--- src/rtl/fp_pkg.sv ---
// ============================================================================
// Module      : fp_pkg
// Description : Shared IEEE-754 single-precision constants and converter FSM
//               state encoding for the fixed/float converter group.
// Revision    : 1.0 - initial release
// ============================================================================
`default_nettype none

package fp_pkg;

    localparam int FP_EXP_W = 8;
    localparam int FP_MAN_W = 23;
    localparam int FP_BIAS  = 127;

    typedef enum logic [2:0] {
        S_IDLE  = 3'd0,
        S_ABS   = 3'd1,
        S_NORM  = 3'd2,
        S_ROUND = 3'd3,
        S_DONE  = 3'd4
    } state_e;

endpackage : fp_pkg

`default_nettype wire

--- src/rtl/fp_round_pack.sv ---
// ============================================================================
// Module      : fp_round_pack
// Description : Round-to-nearest-even and pack of a normalized magnitude into
//               an IEEE-754 single word (combinational).
// Revision    : 1.0 - initial release
// ============================================================================
`default_nettype none

module fp_round_pack
    import fp_pkg::*;
(
    input  logic        sign_i,
    input  logic [8:0]  exp_i,
    input  logic [30:0] mag_i,     // bits below the hidden leading one
    output logic [31:0] data_o,
    output logic        inexact_o
);

    logic [FP_MAN_W-1:0] w_man;
    logic                w_guard;
    logic                w_sticky;
    logic                w_round_up;
    logic [FP_MAN_W:0]   w_man_sum;
    logic [8:0]          w_exp_adj;
    logic                w_unused_exp_msb;

    assign w_man      = mag_i[30:8];
    assign w_guard    = mag_i[7];
    assign w_sticky   = |mag_i[6:0];
    assign w_round_up = w_guard & (w_sticky | w_man[0]);

    // An all-ones mantissa that rounds up carries out; the carry bumps the
    // exponent and leaves the low mantissa bits at zero.
    assign w_man_sum  = {1'b0, w_man} + {{FP_MAN_W{1'b0}}, w_round_up};
    assign w_exp_adj  = exp_i + {8'b0, w_man_sum[FP_MAN_W]};

    assign data_o     = {sign_i, w_exp_adj[FP_EXP_W-1:0], w_man_sum[FP_MAN_W-1:0]};
    assign inexact_o  = w_guard | w_sticky;

    assign w_unused_exp_msb = w_exp_adj[8];

endmodule : fp_round_pack

`default_nettype wire

--- src/rtl/fixed_to_fp.sv ---
// ============================================================================
// Module      : fixed_to_fp
// Description : Signed Q(32-FRAC).FRAC fixed-point to IEEE-754 single, one
//               normalization bit per cycle, valid/ready on both sides.
// Revision    : 1.0 - initial release
// ============================================================================
`default_nettype none

module fixed_to_fp
    import fp_pkg::*;
#(
    parameter int XLEN = 32,    // only 32 is supported
    parameter int FRAC = 16
) (
    input  logic            clk,
    input  logic            rst_n,
    input  logic            in_valid,
    output logic            in_ready,
    input  logic [XLEN-1:0] in_data,
    output logic            out_valid,
    input  logic            out_ready,
    output logic [XLEN-1:0] out_data,
    output logic            out_inexact
);

    localparam logic [8:0] C_EXP_BASE = 9'(FP_BIAS + XLEN - 1 - FRAC);

    state_e          state_q, state_d;
    logic            sign_q, sign_d;
    logic [XLEN-1:0] mag_q, mag_d;
    logic [4:0]      shift_q, shift_d;
    logic            zero_q, zero_d;
    logic [XLEN-1:0] data_q, data_d;
    logic            inexact_q, inexact_d;

    logic [8:0]      w_exp;
    logic [XLEN-1:0] w_pack_data;
    logic            w_pack_inexact;

    assign w_exp = C_EXP_BASE - {4'b0, shift_q};

    fp_round_pack u_round_pack (
        .sign_i    (sign_q),
        .exp_i     (w_exp),
        .mag_i     (mag_q[XLEN-2:0]),
        .data_o    (w_pack_data),
        .inexact_o (w_pack_inexact)
    );

    always_ff @(posedge clk or negedge rst_n) begin
        if (!rst_n) begin
            state_q   <= S_IDLE;
            sign_q    <= 1'b0;
            mag_q     <= '0;
            shift_q   <= '0;
            zero_q    <= 1'b0;
            data_q    <= '0;
            inexact_q <= 1'b0;
        end else begin
            state_q   <= state_d;
            sign_q    <= sign_d;
            mag_q     <= mag_d;
            shift_q   <= shift_d;
            zero_q    <= zero_d;
            data_q    <= data_d;
            inexact_q <= inexact_d;
        end
    end

    always_comb begin
        state_d   = state_q;
        sign_d    = sign_q;
        mag_d     = mag_q;
        shift_d   = shift_q;
        zero_d    = zero_q;
        data_d    = data_q;
        inexact_d = inexact_q;
        unique case (state_q)
            S_IDLE: begin
                if (in_valid) begin
                    mag_d   = in_data;
                    state_d = S_ABS;
                end
            end
            S_ABS: begin
                sign_d  = mag_q[XLEN-1];
                mag_d   = mag_q[XLEN-1] ? -mag_q : mag_q;
                shift_d = '0;
                zero_d  = (mag_q == '0);
                // A zero operand skips normalization but still passes through
                // ROUND so its result appears two edges after acceptance.
                state_d = (mag_q == '0) ? S_ROUND : S_NORM;
            end
            S_NORM: begin
                if (mag_q[XLEN-1]) begin
                    state_d = S_ROUND;
                end else begin
                    mag_d   = mag_q << 1;
                    shift_d = shift_q + 5'd1;
                end
            end
            S_ROUND: begin
                data_d    = zero_q ? '0 : w_pack_data;
                inexact_d = ~zero_q & w_pack_inexact;
                state_d   = S_DONE;
            end
            S_DONE: begin
                if (out_ready) begin
                    state_d = S_IDLE;
                end
            end
            default: state_d = S_IDLE;
        endcase
    end

    assign in_ready    = (state_q == S_IDLE);
    assign out_valid   = (state_q == S_DONE);
    assign out_data    = data_q;
    assign out_inexact = inexact_q;

endmodule : fixed_to_fp

`default_nettype wire
--- config.mk ---
export PLATFORM = sky130hd
export DESIGN_NAME = fixed_to_fp
export DESIGN_NICKNAME = d
export VERILOG_FILES = /design/src/rtl/fp_pkg.sv /design/src/rtl/fp_round_pack.sv /design/src/rtl/fixed_to_fp.sv
export SDC_FILE = /design/constraint.sdc
export NUM_CORES = 1
export LEC_CHECK = 0
export ABC_CLOCK_PERIOD_IN_PS = 6200
export CAP_MARGIN = 20
export CORE_UTILIZATION = 36
export CTS_CLUSTER_SIZE = 14
export DETAILED_ROUTE_END_ITERATION = 8
export PLACE_DENSITY = 0.53
export SLEW_MARGIN = 20
export SYNTH_ARGS = -nofsm -noshare
export SYNTH_HDL_FRONTEND = slang
export SYNTH_SLANG_ARGS = --single-unit
--- constraint.sdc ---
create_clock -name clk -period 6.2 [get_ports clk]
set_input_delay 1.55 -clock clk [delete_from_list [all_inputs] [get_ports clk]]
set_output_delay 1.55 -clock clk [all_outputs]
set_load 0.02 [all_outputs]
======== Word level (Yosys, flattened, before mapping) ========
Index checks and enable logic that the tools add are counted.
word-level totals
  flip-flop bits (word level) ............. 75
  bits of input ports ..................... 36
  output and inout bits ................... 35
  logic and storage cells ................. 48
cells by class
  add/subtract/negate cells ............... 5
  equality and inequality tests ........... 9
  muxes and demuxes ....................... 12
  bitwise operators ....................... 5
  reduce and logical (&&, ||, !) cells .... 9
operator list
  cell                                                    number
  2-to-1 mux 32 bit                                       4
  case mux 32 bit (3 select lines)                        1
  logical NOT 32 bit                                      1
  negation 32 bit                                         1
  adder 23 x 1 -> 24 bit                                  1
  case mux 3 bit (5 select lines)                         1
  case mux 5 bit (2 select lines)                         1
  2-to-1 mux 3 bit                                        3
  adder 8 x 1 -> 8 bit                                    1
  inequality test 2 bit (second input constant)           4
  subtractor 8 x 5 -> 8 bit (first input constant)        1
  OR reduction 7 bit                                      1
  equality test 3 x 2 -> 1 bit (second input constant)    2
  adder 5 x 1 -> 5 bit (second input constant)            1
  2-to-1 mux 5 bit                                        1
  AND reduction 2 bit                                     2
  AND reduction 4 bit                                     1
  equality test 3 x 1 -> 1 bit (second input constant)    1
  equality test 3 bit (second input constant)             1
  logical NOT 3 bit                                       1
  AND reduction 3 bit                                     1
  nonzero test 3 bit                                      1
  AND 1 bit                                               2
  inequality test 2 x 1 -> 1 bit (second input constant)  1
  4 further kinds                                         5

======== Logic depth before layout (Yosys ltp) ========
  depth in word-level cells ............... 6
  depth in mapped cells ................... 8

======== Modules after synthesis ========
From an unflattened synthesis, not the netlist that was laid out.
second synthesis, totals
  cells, all modules ...................... 614
  area, all modules ....................... 5,034.8 um^2
by module, submodules not included
  module         instances  cells an instance  area an instance (um^2)  sequential area each (um^2)
  fixed_to_fp    1          528                4,426.7                  1,876.8
  fp_round_pack  1          86                 608.1                    0.0

======== Worst setup path after synthesis ========
No wires, ideal clock.
  path kind ............................... reg2out
  from .................................... reg state_q[2]
  to ...................................... out out_valid
  arrival ................................. 1.322 ns
  required time ........................... 4.650 ns
  path slack .............................. 3.328 ns
  cell stages (with the launch flop) ...... 6
  cell sequence ........................... dfrtp_1 -> clkbuf_1 -> clkbuf_1 -> clkbuf_1 -> nand2_1 -> inv_1
between the ends
  word-level cells in the longest chain between the ends .. 1
ends and longest elaborated chain
  item                    RTL line            RTL
  start, declared         fixed_to_fp.sv:28   state_e state_q, state_d;
  start signal, assigned  fixed_to_fp.sv:60   state_q <= state_d;
  equality test 3 bit     fixed_to_fp.sv:117  assign out_valid = (state_q == S_DONE);
  end, declared           fixed_to_fp.sv:20   output logic out_valid,
No other way between the ends.

======== Worst setup path after layout ========
  from .................................... in in_valid
  to ...................................... reg mag_q[27]
between the ends
  word-level cells in the longest chain between the ends .. 2
ends and longest elaborated chain
  item                             RTL line           RTL
  start, declared                  fixed_to_fp.sv:17  input logic in_valid,
  inequality test 2 bit (no line)  n/a
  AND reduction 4 bit (no line)    n/a
  end signal, assigned             fixed_to_fp.sv:62  mag_q <= mag_d;
  end, declared                    fixed_to_fp.sv:30  logic [XLEN-1:0] mag_q, mag_d;
No other way between the ends.
A chain may end at the register's enable or synchronous reset.

==> flow_metrics.tcl <==
set metrics [dict create \
    via_count 4207 \
    synth_area_mm2 0.00466 \
    cts_hold_buf 0 \
    status "complete, no violations" \
    clockBufferDepth 2 \
    fin_total_pwr_mw 3.17 \
    cp.required_ps 6430 \
    avgSynthCellArea_um2 8.64 \
    ys_seq_elements 75 \
    start_util 0.369 \
    tns_ps 0 \
    synthTopCellsByCount "dfrtp_1 (75), nand2_1 (57), nor2_1 (49)" \
    yosysMostFrequentCell "dfrtp_1" \
    hold_viol 0 \
    worstPathArrival_ps 3930 \
    dr.pass1.iters 5 \
    fill_cells 1270 \
    yosysTopAreaCellShare 0.403 \
    synth_area_leaders "dfrtp_1 (40%), xnor2_1 (4.7%), o21ai_0 (4.6%), nand2_1 (4.6%), nor2_1 (3.9%)" \
    swShare 0.443 \
    cts-buffers-inserted 9 \
    rows 41 \
    cts_tree "yes" \
    syn_nets 580 \
    power.internal_mw 1.77 \
    grt_pass1_vias 3904 \
    netlist_instances 539 \
    cts_root_buffer "clkbuf_16" \
    path_clk_slew_ps 60 \
    yosys.area.top_type "dfrtp_1" \
    htree_levels 3 \
    grt_max_degree 76 \
    grt_pass1_wl_mm 21.1 \
    hpwl_mm 8.87 \
    drive_gt1_frac 0.0722 \
    diodes 0 \
    slew_violations 0 \
    power.leakage_nw 2.26 \
    async_flop_share 1.00 \
    ys_warn_count 0 \
    drtIter0Drc 305 \
    grt_usage 0.207 \
    numClockSinks 75 \
    die-area_mm2 0.0134 \
    die_h_um 116 \
    start_kind "input pin" \
    slew_headroom 0.421 \
    insertion_delay_ps 350 \
    fin_nets 618 \
    hold_class "flip-flop to flip-flop" \
    rsz0062_at_grt "no" \
    critPathMaxFanout 19 \
    area.growth.synth_to_final_pct 23.6 \
    ios 71 \
    setup_violations 0 \
    gp_congestion 0.835 \
    synth_edf_count 0 \
    drc 0 \
    synthDistinctLibCells 65 \
    antenna_found_initial 0 \
    core_area_mm2 0.0126 \
    max_freq_mhz 271 \
    fp.dieW_um 116 \
    vias_per_cell 5.58 \
    ys.flop_type "dfrtp_1" \
    critPathKind "input pin to flip-flop" \
    ant_nets 0 \
    cts_resized 0 \
    pwr-share-clk 0.192 \
    p_per_area_mw_per_mm2 551 \
    fin_crit_ps 3690 \
    period_share 0.596 \
    worst_pin_slew_ps 869 \
    grt_overflow 0 \
    routed_wl_mm 13.0 \
    postCtsSetupRepairBufs 0 \
    port-buffer-count 70 \
    pwr-share-seq 0.333 \
    worstSetupEndpointType "flip-flop" \
    routedWlPerCell_um 17.2 \
    comb_power_share 0.474 \
    power_switching_mw 1.41 \
    finalClockSkew_ps 8.77 \
    ir_worst_vdd_uv 202 \
    ys_seq_area_frac 0.403 \
    maxCapViolations 0 \
]
path summary, 6_finish.rpt:
path / startpoint / slack, ps / cells past startpoint / end
min in group asynchronous: rst_n / 1230 / 1 / out_data[7]
min reg2reg: out_data[10] / 480 / 2 / out_data[10]
max reg2reg: mag_q[10] / 3360 / 5 / mag_q[31]
max: in_valid / 2510 / 7 / mag_q[27]
min: out_data[10] / 480 / 2 / out_data[10]
max in group asynchronous: rst_n / 4440 / 1 / mag_q[13]
through the flow:
step                      setup slack (ps)  instance area, um^2  hold WS, ps   util  cells
after global routing                  2350                 5760          500  0.456    754
final                                 2510                 5760          476  0.456    754
after detailed placement              2140                 5410          470  0.429    738
after global placement                2160                 5410          458  0.429    738
after CTS                             2520                 5750          484  0.456    754
after floorplan                       3330                 4660          447      -    539
area by class of cell:
cell class	instances	area [um^2]	share of cell area
Sequential cell	75	1880	0.326
Inverter	15	56.3	0.00978
Clock buffer	10	229	0.0398
Timing Repair Buffer	75	739	0.128
Multi-Input combinational cell	401	2530	0.439
Clock inverter	6	114	0.0198
Tap cell	172	215	0.0374
state kept, by name (all words and copies together), names as in the netlist:
register and flops:
sign_q 1, shift_q 5, mag_q 32, zero_q 1, out_inexact 1, out_data 32
state_q 3
power groups by stage:
stage	registers [mW]	logic, mW	clock network [mW]
4_1_cts	1.05	1.51	0.628
2_1_floorplan	0.956	1.11	0
3_3_place_gp	1.05	1.48	0
5_1_grt	1.10	1.67	0.645
6_report	1.06	1.51	0.610
3_5_place_dp	1.06	1.51	0
kinds of logic after synthesis:
family / after synthesis / share of synthesized area
and+or+nand+nor: 214 / 0.244
buffers and inverters: 63 / 0.0553
muxes: 4 / 0.00886
DFF: 75 / 0.403
adders and majority gates: 5 / 0.0134
AOI/OAI and AO/OA: 145 / 0.213
xor gates and xnor gates: 33 / 0.0620
cells in the final DEF, fill, tap and decap left out, types with 4 or more instances in the layout:
cell / count
a22o_1: 5
nor3_1: 21
o2bb2ai_1: 10
a222oi_1: 4
o21ai_0: 43
a221oi_1: 10
or2_2: 6
buf_4: 5
xnor2_1: 25
clkdlybuf4s50_1: 69
inv_1: 15
nor4_1: 11
or3_1: 7
a22oi_1: 6
xor2_1: 8
o31ai_1: 13
nand4_1: 15
ha_1: 5
nand3_1: 9
nor2_1: 48
o22ai_1: 5
nand2_1: 57
a21o_1: 8
dfrtp_1: 75
nand2b_1: 7
or4_1: 4
a21oi_1: 18
clkbuf_16: 9
metal layers:
layer / share of wire / vias up / GRT usage
li1: - / 2051 / -
met1: 0.49 / 2032 / 0.294
met2: 0.45 / 108 / 0.316
met3: 0.042 / 16 / 0.0340
met4: 0.017 / 0 / 0.0812
met5: 0 / - / 0
worst max-delay path, stage by stage:
cell             delay (ps)
clkdlybuf4s50_1         580
o21bai_1                 80
mux2_2                  310
nor2_1                  600
buf_4                   380
o31ai_1                 110
a211o_1                 290
(Power assumes the default switching activity.)
